--- src/rtl/seg7_pkg.sv ---
// Shared constants and state encoding for the 7-segment display scheduler.
package seg7_pkg;

  localparam int NIB_W = 4;
  localparam int SEG_W = 7;

  // All segments off (the outputs are active-low).
  localparam logic [SEG_W-1:0] SEG_BLANK = 7'h7F;

  typedef enum logic [1:0] {
    ST_IDLE = 2'd0,
    ST_SCAN = 2'd1,
    ST_DONE = 2'd2
  } sched_state_e;

endpackage

--- src/rtl/seg_decoder.sv ---
// Hex nibble to active-low gfedcba segment pattern, full 0-F.
module seg_decoder
  import seg7_pkg::*;
(
  input  logic [NIB_W-1:0] nib_i,
  output logic [SEG_W-1:0] seg_o
);

  // Plain lookup; no state.
  always_comb begin
    seg_o = SEG_BLANK;
    unique case (nib_i)
      4'h0: seg_o = 7'h40;
      4'h1: seg_o = 7'h79;
      4'h2: seg_o = 7'h24;
      4'h3: seg_o = 7'h30;
      4'h4: seg_o = 7'h19;
      4'h5: seg_o = 7'h12;
      4'h6: seg_o = 7'h02;
      4'h7: seg_o = 7'h78;
      4'h8: seg_o = 7'h00;
      4'h9: seg_o = 7'h10;
      4'hA: seg_o = 7'h08;
      4'hB: seg_o = 7'h03;
      4'hC: seg_o = 7'h46;
      4'hD: seg_o = 7'h21;
      4'hE: seg_o = 7'h06;
      4'hF: seg_o = 7'h0E;
      default: seg_o = SEG_BLANK;
    endcase
  end

endmodule

--- src/rtl/hex_display_scheduler.sv ---
// Walks a multi-digit 7-segment bank MSB-first through one shared decoder,
// one digit per clock, with masking, leading-zero suppression and a
// one-deep pending frame buffer.
module hex_display_scheduler
  import seg7_pkg::*;
#(
  parameter int NDIG = 6
) (
  input  logic                  clk,
  input  logic                  rst,
  input  logic                  load,
  input  logic [NIB_W*NDIG-1:0] data,
  input  logic [NDIG-1:0]       blank_mask,
  input  logic                  lzs,
  output logic                  busy,
  output logic                  done,
  output logic [SEG_W*NDIG-1:0] hex
);

  localparam int IDX_W = (NDIG > 1) ? $clog2(NDIG) : 1;
  localparam logic [IDX_W-1:0] IDX_TOP = IDX_W'(NDIG - 1);

  sched_state_e                state_q, state_d;
  logic [IDX_W-1:0]            idx_q, idx_d;
  logic                        seen_q, seen_d;
  logic [NDIG-1:0][NIB_W-1:0]  frm_data_q, frm_data_d;
  logic [NDIG-1:0]             frm_mask_q, frm_mask_d;
  logic                        frm_lzs_q, frm_lzs_d;
  logic                        pnd_vld_q, pnd_vld_d;
  logic [NDIG-1:0][NIB_W-1:0]  pnd_data_q, pnd_data_d;
  logic [NDIG-1:0]             pnd_mask_q, pnd_mask_d;
  logic                        pnd_lzs_q, pnd_lzs_d;
  logic                        busy_q, done_q;

  logic [NIB_W-1:0] nib;
  logic [SEG_W-1:0] dec_seg, wr_seg;
  logic             cur_mask, wr_en;

  assign nib      = frm_data_q[idx_q];
  assign cur_mask = frm_mask_q[idx_q];
  assign wr_en    = (state_q == ST_SCAN);

  seg_decoder u_dec (
    .nib_i (nib),
    .seg_o (dec_seg)
  );

  // Final pattern for the digit under the scan pointer: mask, then zero
  // suppression; the rightmost digit always shows its value.
  always_comb begin
    wr_seg = dec_seg;
    if (cur_mask)
      wr_seg = SEG_BLANK;
    else if (frm_lzs_q && !seen_q && nib == '0 && idx_q != '0)
      wr_seg = SEG_BLANK;
  end

  // Next-state, frame promotion and pending capture.
  always_comb begin
    state_d    = state_q;
    idx_d      = idx_q;
    seen_d     = seen_q;
    frm_data_d = frm_data_q;
    frm_mask_d = frm_mask_q;
    frm_lzs_d  = frm_lzs_q;
    pnd_vld_d  = pnd_vld_q;
    pnd_data_d = pnd_data_q;
    pnd_mask_d = pnd_mask_q;
    pnd_lzs_d  = pnd_lzs_q;
    unique case (state_q)
      ST_IDLE: begin
        if (load) begin
          frm_data_d = data;
          frm_mask_d = blank_mask;
          frm_lzs_d  = lzs;
          idx_d      = IDX_TOP;
          seen_d     = 1'b0;
          state_d    = ST_SCAN;
        end
      end
      ST_SCAN: begin
        // Latest load during a scan wins the pending slot.
        if (load) begin
          pnd_vld_d  = 1'b1;
          pnd_data_d = data;
          pnd_mask_d = blank_mask;
          pnd_lzs_d  = lzs;
        end
        // A masked digit never ends suppression.
        seen_d = seen_q | (nib != '0 && !cur_mask);
        if (idx_q == '0) state_d = ST_DONE;
        else             idx_d   = idx_q - 1'b1;
      end
      ST_DONE: begin
        // A fresh load supersedes pending; pending is dropped either way.
        if (load) begin
          frm_data_d = data;
          frm_mask_d = blank_mask;
          frm_lzs_d  = lzs;
          pnd_vld_d  = 1'b0;
          idx_d      = IDX_TOP;
          seen_d     = 1'b0;
          state_d    = ST_SCAN;
        end else if (pnd_vld_q) begin
          frm_data_d = pnd_data_q;
          frm_mask_d = pnd_mask_q;
          frm_lzs_d  = pnd_lzs_q;
          pnd_vld_d  = 1'b0;
          idx_d      = IDX_TOP;
          seen_d     = 1'b0;
          state_d    = ST_SCAN;
        end else begin
          state_d = ST_IDLE;
        end
      end
      default: state_d = ST_IDLE;
    endcase
  end

  // Control and frame registers; busy/done registered off next state.
  always_ff @(posedge clk or posedge rst) begin
    if (rst) begin
      state_q    <= ST_IDLE;
      idx_q      <= '0;
      seen_q     <= 1'b0;
      frm_data_q <= '0;
      frm_mask_q <= '0;
      frm_lzs_q  <= 1'b0;
      pnd_vld_q  <= 1'b0;
      pnd_data_q <= '0;
      pnd_mask_q <= '0;
      pnd_lzs_q  <= 1'b0;
      busy_q     <= 1'b0;
      done_q     <= 1'b0;
    end else begin
      state_q    <= state_d;
      idx_q      <= idx_d;
      seen_q     <= seen_d;
      frm_data_q <= frm_data_d;
      frm_mask_q <= frm_mask_d;
      frm_lzs_q  <= frm_lzs_d;
      pnd_vld_q  <= pnd_vld_d;
      pnd_data_q <= pnd_data_d;
      pnd_mask_q <= pnd_mask_d;
      pnd_lzs_q  <= pnd_lzs_d;
      busy_q     <= (state_d != ST_IDLE);
      done_q     <= (state_d == ST_DONE);
    end
  end

  assign busy = busy_q;
  assign done = done_q;

  // Per-digit output registers; only the digit under the pointer updates.
  for (genvar k = 0; k < NDIG; k++) begin : g_dig
    logic [SEG_W-1:0] seg_q;

    // Hold until this digit's scan slot comes round.
    always_ff @(posedge clk or posedge rst) begin
      if (rst)                                     seg_q <= SEG_BLANK;
      else if (wr_en && idx_q == IDX_W'(k))        seg_q <= wr_seg;
    end

    assign hex[SEG_W*k +: SEG_W] = seg_q;
  end

endmodule

--- config.mk ---
export PLATFORM = sky130hd
export DESIGN_NAME = hex_display_scheduler
export DESIGN_NICKNAME = d
export VERILOG_FILES = /design/src/rtl/seg7_pkg.sv /design/src/rtl/seg_decoder.sv /design/src/rtl/hex_display_scheduler.sv
export SDC_FILE = /design/constraint.sdc
export NUM_CORES = 1
export LEC_CHECK = 0
export BUFFER_PORTS_ARGS = -buffer_cell sky130_fd_sc_hd__buf_2
export CAP_MARGIN = 40
export CORE_UTILIZATION = 51
export CTS_CLUSTER_DIAMETER = 30
export DETAILED_ROUTE_END_ITERATION = 8
export PLACE_DENSITY = 0.86
export SLEW_MARGIN = 25
export SYNTH_ARGS = -nofsm -noshare
export SYNTH_HDL_FRONTEND = slang
export SYNTH_SLANG_ARGS = --single-unit
--- constraint.sdc ---
create_clock -name clk -period 4 [get_ports clk]
set_clock_uncertainty 0.15 [all_clocks]
set_input_delay 1.2 -clock clk [delete_from_list [all_inputs] [get_ports clk]]
set_output_delay 1.2 -clock clk [all_outputs]
set_load 0.01 [all_outputs]
# Yosys cells after proc, flatten, opt, wreduce, memory -nomap -nowiden
# Memories as Yosys holds them, arrays and structs flattened.
# Index checks and enable logic that the tools add are counted.
# classes
addsub	1
multipliers	0
div	0
magnitude_cmp	1
n_eq_ne	12
shifts	0
muxes	34
n_bitwise	1
n_reduce_logical	26
# ops
op	count
24-bit 2-to-1 mux	3
24-bit case mux with 2 select lines	1
6-bit 2-to-1 mux	3
7-bit 2-to-1 mux	2
4-bit binary-select mux with 3-bit select	1
3-bit 2-to-1 mux	4
6-bit case mux with 2 select lines	1
1-bit logical AND	10
1-bit 2-to-1 mux	10
3-bit case mux with 3 select lines	1
3-bit by 2-bit == test with 1-bit output (second input constant)	2
3-bit == test (second input constant)	2
2-bit inequality test (second input constant)	3
2-bit case mux with 3 select lines	1
3-bit AND reduction	2
2-bit nonzero test	3
3-bit nonzero test	2
2-bit == test (second input constant)	2
4-bit logical NOT	1
3-bit by 4-bit less-than comparator with 1-bit output (second input constant)	1
2-bit 2-to-1 mux	2
4-bit 2-to-1 mux	1
1-bit case mux with 2 select lines	2
2-bit AND reduction	2
other kinds (12)	13
# word_totals
register_bits	113
latch_bits	0
mem_bits_rw	0
rom_bits	112
in_bits	34
out_inout_bits	44
word_cells	104
memories	1
# mem_list
name	words	word_bits	rd	rd_clocked_by_memory_dff	wr	line	source
(no name shown)	16	7	1	0	0	seg_decoder.sv:12	unique case (nib_i)

# Depth between registers and ports, before layout
# logic_depth
word_depth	7
ltp_mapped	12
depth_no_buf	10

# Modules after synthesis
# A second synthesis with hierarchy kept.
# hier_totals
cells_unflattened	502
area_unflattened_um2	5366.4
# by_module_without_submodules
mod	n_inst	cells_each	area_per_inst_um2	seq_area_each_um2
hex_display_scheduler	1	470	5091.1	2880.3
seg_decoder	1	32	275.3	0.0

# Worst setup path before layout
# OpenSTA, ideal clock, no wires.
# synth_timing
path_kind	register -> register
startpoint	reg idx_q[1]
endpoint	reg g_dig[5].seg_q[5]
setup_time_ps	73
arrival_time_ps	2633
required_time_ps	3777
slack_ps	1144
path_stages_with_launch	12
n_path_buf	2
period_less_slack_ps	2856
path_cell_list	dfrtp_1 buf_6 buf_6 mux4_2 a2bb2oi_1 ha_1 inv_1 a211o_1 o221a_2 o21ai_2 a21oi_2 a21oi_1
# synth_between
elab_chain_len	7
elab_cells_between_ends	13
cone_classes	eq/ne (1); mux (6); reduce/logical (5); memory (1)
# synth_lines
item	line	source
start, declared	hex_display_scheduler.sv:24	logic [IDX_W-1:0] idx_q, idx_d;
start signal, assigned	hex_display_scheduler.sv:137	idx_q <= idx_d;
branches (longest 7 deep; another with memory 16 x 7 bit)	n/a	
end signal, assigned	hex_display_scheduler.sv:161	else if (wr_en && idx_q == IDX_W'(k)) seg_q <= wr_seg;
end, declared	hex_display_scheduler.sv:156	logic [SEG_W-1:0] seg_q;
# Parallel ways; which one is timed is not known. The select of a mux whose other input is x is not followed.
# A chain may end at the register's enable or synchronous reset.

# Worst setup path after layout
# layout_timing
startpoint	reg idx_q[1]
endpoint	reg g_dig[5].seg_q[3]
# The elaborated chain is that of the path after synthesis.

==> results.py <==
metrics = {
    "status": {
        "status": "finished, final reports clean",
    },
    "setup_path": {
        "delay_contributed_by_the_slowest_stage_of_the_critical_path_ps": 750,
        "critical_path.endpoint_type": "flip-flop",
        "critical_path.slowest_cell": "sky130_fd_sc_hd__dfrtp_1",
        "worstSetupStartpointType": "flip-flop",
        "path_cells": "mux4_2 -> nand2_1 -> and2_1 -> inv_1 -> ha_1 -> or3_1 -> a221oi_4 -> a21oi_1",
        "worst-path-stages": 8,
        "critical_path_source": "idx_q[1]$_DFFE_PP0P_",
        "critical_path.top_delay_family": "simple AND/OR/NAND/NOR gates",
        "register_to_register_setup_slack_ps": 690,
        "timing_worst_setup_path_type": "flip-flop to flip-flop",
        "cp_data_required_time_ps": 4270,
        "regToRegStartpoint": "idx_q[1]$_DFFE_PP0P_",
        "reg2reg_depth": 8,
        "critPathBufInv": 1,
        "cp_max_fo": 17,
        "worst-endpoint-arrival_ps": 3580,
    },
    "routing": {
        "postRouteAntennaNets": 0,
        "drt_pre_antenna_iters": 6,
        "drc": 0,
        "vias": 3715,
        "routed_wire_length_per_instance_um": 15.8,
        "drtIter0Drc": 143,
        "detail_route.vias_per_cell": 5.42,
        "routed_wl_um": 10900,
    },
    "yosys": {
        "synthDistinctLibCells": 45,
        "synth_flop_cell": "sky130_fd_sc_hd__dfrtp_1",
        "yosysWarnings": 0,
        "syn_area_um2": 5280,
        "synth_area_leader_cell": "sky130_fd_sc_hd__dfrtp_1",
        "synth_top_area_share_pct": 33.7,
        "ys_seq_elements": 113,
        "avgSynthCellArea_um2": 11.4,
        "synth_top_cells_by_area": "sky130_fd_sc_hd__dfrtp_1 34%, sky130_fd_sc_hd__dfstp_2 21%, sky130_fd_sc_hd__mux2_2 7.9%",
        "ys_async_rst_share_pct": 100,
        "synth_enable_flop_cells": 0,
        "synth_sequential_area_ratio_pct": 54.6,
        "synth_nets": 508,
        "postSynthCellCount": 463,
    },
    "timing": {
        "final.hold.worst_slack_ps": 326,
        "finalWorstPathRequiredPeriod_ps": 3310,
        "final.period_utilization_pct": 82.7,
        "setup_viol_count_final": 0,
        "report.final.hold_viol_count": 0,
        "clock.fmax_mhz": 302,
        "worst_slew_pin_slew_ps": 697,
        "max_slew_margin_pct": 53.0,
        "grt_setup_unrepaired": "false",
        "final.setup.tns_ps": 0,
        "timing_max_transition_violations_final": 0,
    },
    "finish": {
        "fill_cells": 740,
        "finish.net_count": 585,
        "final_layout_size_suffix_gt1_share_pct": 38.9,
        "layout.area.seq_um2": 2880,
        "antennaDiodeCount": 0,
        "multi_input_logic_area_um2": 2250,
        "syn2layout_area_growth_pct": 20.9,
        "post-route-cell-area_um2": 6380,
        "layout.core_utilization_pct": 64.4,
    },
    "hold_path": {
        "min_path_cells": 2,
        "worst_hold_path_type": "flip-flop to flip-flop",
        "hold_path.startpoint": "frm_data_q[20]$_DFFE_PP0P_",
    },
    "clock_network": {
        "post-cts-setup-buffers": 0,
        "clk_pin_slew_ps": 60,
        "clkSinkCount": 113,
        "h-tree-depth": 4,
        "clockBufferDepth": 2,
        "clock_insertion_delay_worst_skew_ps": 510,
        "post_cts_hold_buffer_count": 0,
        "cts_root_buffer": "sky130_fd_sc_hd__clkbuf_8",
        "tritoncts.num_buffers": 17,
        "cts.repair.resized": 0,
        "tritoncts": "yes",
    },
    "global_routing": {
        "initial_antenna_violation_count": 0,
        "grtUsageTotal_pct": 21.6,
        "grt_overflow_total": 0,
        "grt_max_degree": 63,
        "wire_length_of_the_first_global_routing_pass_um": 18300,
        "first_global_vias": 3637,
    },
    "placed_design": {
        "place.detailed.hpwl_um": 7570,
        "placed_area_um2": 5790,
        "number_of_port_buffers": 77,
        "gp_routability_congestion": 0.850,
    },
    "floorplan": {
        "die_h_um": 104,
        "initial_utilization_pct": 53.2,
        "die_width_um": 104,
        "design.core.area_um2": 9910,
        "design.portCount": 78,
        "total_number_of_placement_rows": 36,
        "design.die.area_um2": 10800,
    },
    "run": {
        "number_of_maximum_capacitance_violations": 0,
    },
    "power": {
        "vdd_ir_drop_max_uv": 553,
        "power.static_leakage_nw": 2.81,
        "p_total_mw": 6.55,
        "pwr_density_cell_nw_per_um2": 1030,
    },
}
==> flip-flops by register name, summed over array words and instances, names as in the netlist, 2 cells and up <==
signal	count
frm_mask_q	6
g_dig.seg_q	42
state_q	2
pnd_mask_q	6
idx_q	3
frm_data_q	24
pnd_data_q	24
==> final timing paths <==
path	end
hold reg to reg	frm_data_q[20]$_DFFE_PP0P_
max in group asynchronous	g_dig[1].seg_q[1]$_DFFE_PP1P_
setup / recovery	g_dig[5].seg_q[3]$_DFFE_PP1P_
setup reg to reg	g_dig[5].seg_q[3]$_DFFE_PP1P_
hold / removal	frm_data_q[20]$_DFFE_PP0P_
min in group asynchronous	state_q[1]$_DFF_PP0_
==> routing by layer <==
layer | vias to the layer above | track usage, % | part of all wire, %
met5 | - | 0 | 0
met4 | 0 | 8.57 | 1.8
met3 | 14 | 5.03 | 4.7
met2 | 115 | 35.3 | 50
met1 | 1806 | 28.0 | 44
li1 | 1780 | - | -
==> synthesized netlist by cell type (2+ instances only) <==
| library cell | count |
|---|---|
| sky130_fd_sc_hd__a21oi_1 | 46 |
| sky130_fd_sc_hd__a21oi_2 | 2 |
| sky130_fd_sc_hd__a221oi_4 | 3 |
| sky130_fd_sc_hd__a311oi_4 | 2 |
| sky130_fd_sc_hd__and2_1 | 2 |
| sky130_fd_sc_hd__and3_1 | 3 |
| sky130_fd_sc_hd__buf_1 | 9 |
| sky130_fd_sc_hd__buf_2 | 2 |
| sky130_fd_sc_hd__buf_6 | 2 |
| sky130_fd_sc_hd__clkbuf_1 | 14 |
| sky130_fd_sc_hd__dfrtp_1 | 71 |
| sky130_fd_sc_hd__dfstp_2 | 42 |
| sky130_fd_sc_hd__ha_1 | 11 |
| sky130_fd_sc_hd__inv_1 | 8 |
| sky130_fd_sc_hd__mux2_1 | 2 |
| sky130_fd_sc_hd__mux2_2 | 37 |
| sky130_fd_sc_hd__mux2i_1 | 34 |
| sky130_fd_sc_hd__mux4_2 | 4 |
| sky130_fd_sc_hd__nand2_1 | 44 |
| sky130_fd_sc_hd__nand2b_1 | 4 |
| sky130_fd_sc_hd__nand3_1 | 2 |
| sky130_fd_sc_hd__nor2_1 | 53 |
| sky130_fd_sc_hd__nor2b_1 | 3 |
| sky130_fd_sc_hd__nor3_1 | 3 |
| sky130_fd_sc_hd__o21ai_0 | 38 |
| sky130_fd_sc_hd__or2_1 | 2 |
| sky130_fd_sc_hd__xnor2_1 | 2 |
==> power by group <==
part / switching (mW) / internal, mW / total (mW)
registers: 0.395 / 1.87 / 2.27
clock network: 0.546 / 0.898 / 1.44
logic: 1.65 / 1.18 / 2.83
==> final cells by class <==
class	count	area share, %
Clock buffer	21	7.88
Clock inverter	11	1.31
Inverter	8	0.530
Multi-Input combinational cell	315	35.3
Sequential cell	113	45.1
Tap cell	133	2.61
Timing Repair Buffer	85	7.18
==> per-stage QoR <==
step,setup WS [ps],std cells
floorplan,1140,463
global placement,826,653
detailed placement,705,653
CTS,680,685
global route,424,686
finish,690,686
==> worst register-to-register path, stage by stage (launching register included) <==
cell,delay [ps]
sky130_fd_sc_hd__dfrtp_1,750
sky130_fd_sc_hd__mux4_2,590
sky130_fd_sc_hd__nand2_1,100
sky130_fd_sc_hd__and2_1,280
sky130_fd_sc_hd__inv_1,100
sky130_fd_sc_hd__ha_1,300
sky130_fd_sc_hd__or3_1,440
sky130_fd_sc_hd__a221oi_4,390
sky130_fd_sc_hd__a21oi_1,130
==> placed cells by master, fill, tap and decap left out, drive strengths merged, types with 3 or more instances in the layout <==
master / instances
buf: 85
dfrtp: 71
nor2: 54
a21oi: 48
nand2: 44
dfstp: 42
o21ai: 40
mux2: 40
mux2i: 34
clkbuf: 21
inv: 14
ha: 11
nand2b: 4
mux4: 4
clkinv: 4
nor2b: 3
nor3: 3
a221oi: 3
and3: 3
==> kinds of logic (layout without fill, tap and decap cells) <==
kind of cell	count (synthesis)	in the layout	synth area share [%]
adder cells (fa/ha/maj)	11	11	2.61
flip-flops	113	113	54.6
multiplexers	78	78	16.8
AND/OR/NAND/NOR	119	119	9.68
AO/OA/AOI/OAI	105	105	13.2
buffers and inverters	35	125	2.82
XOR/XNOR	2	2	0.332
Power figures use the tool's default switching activity.
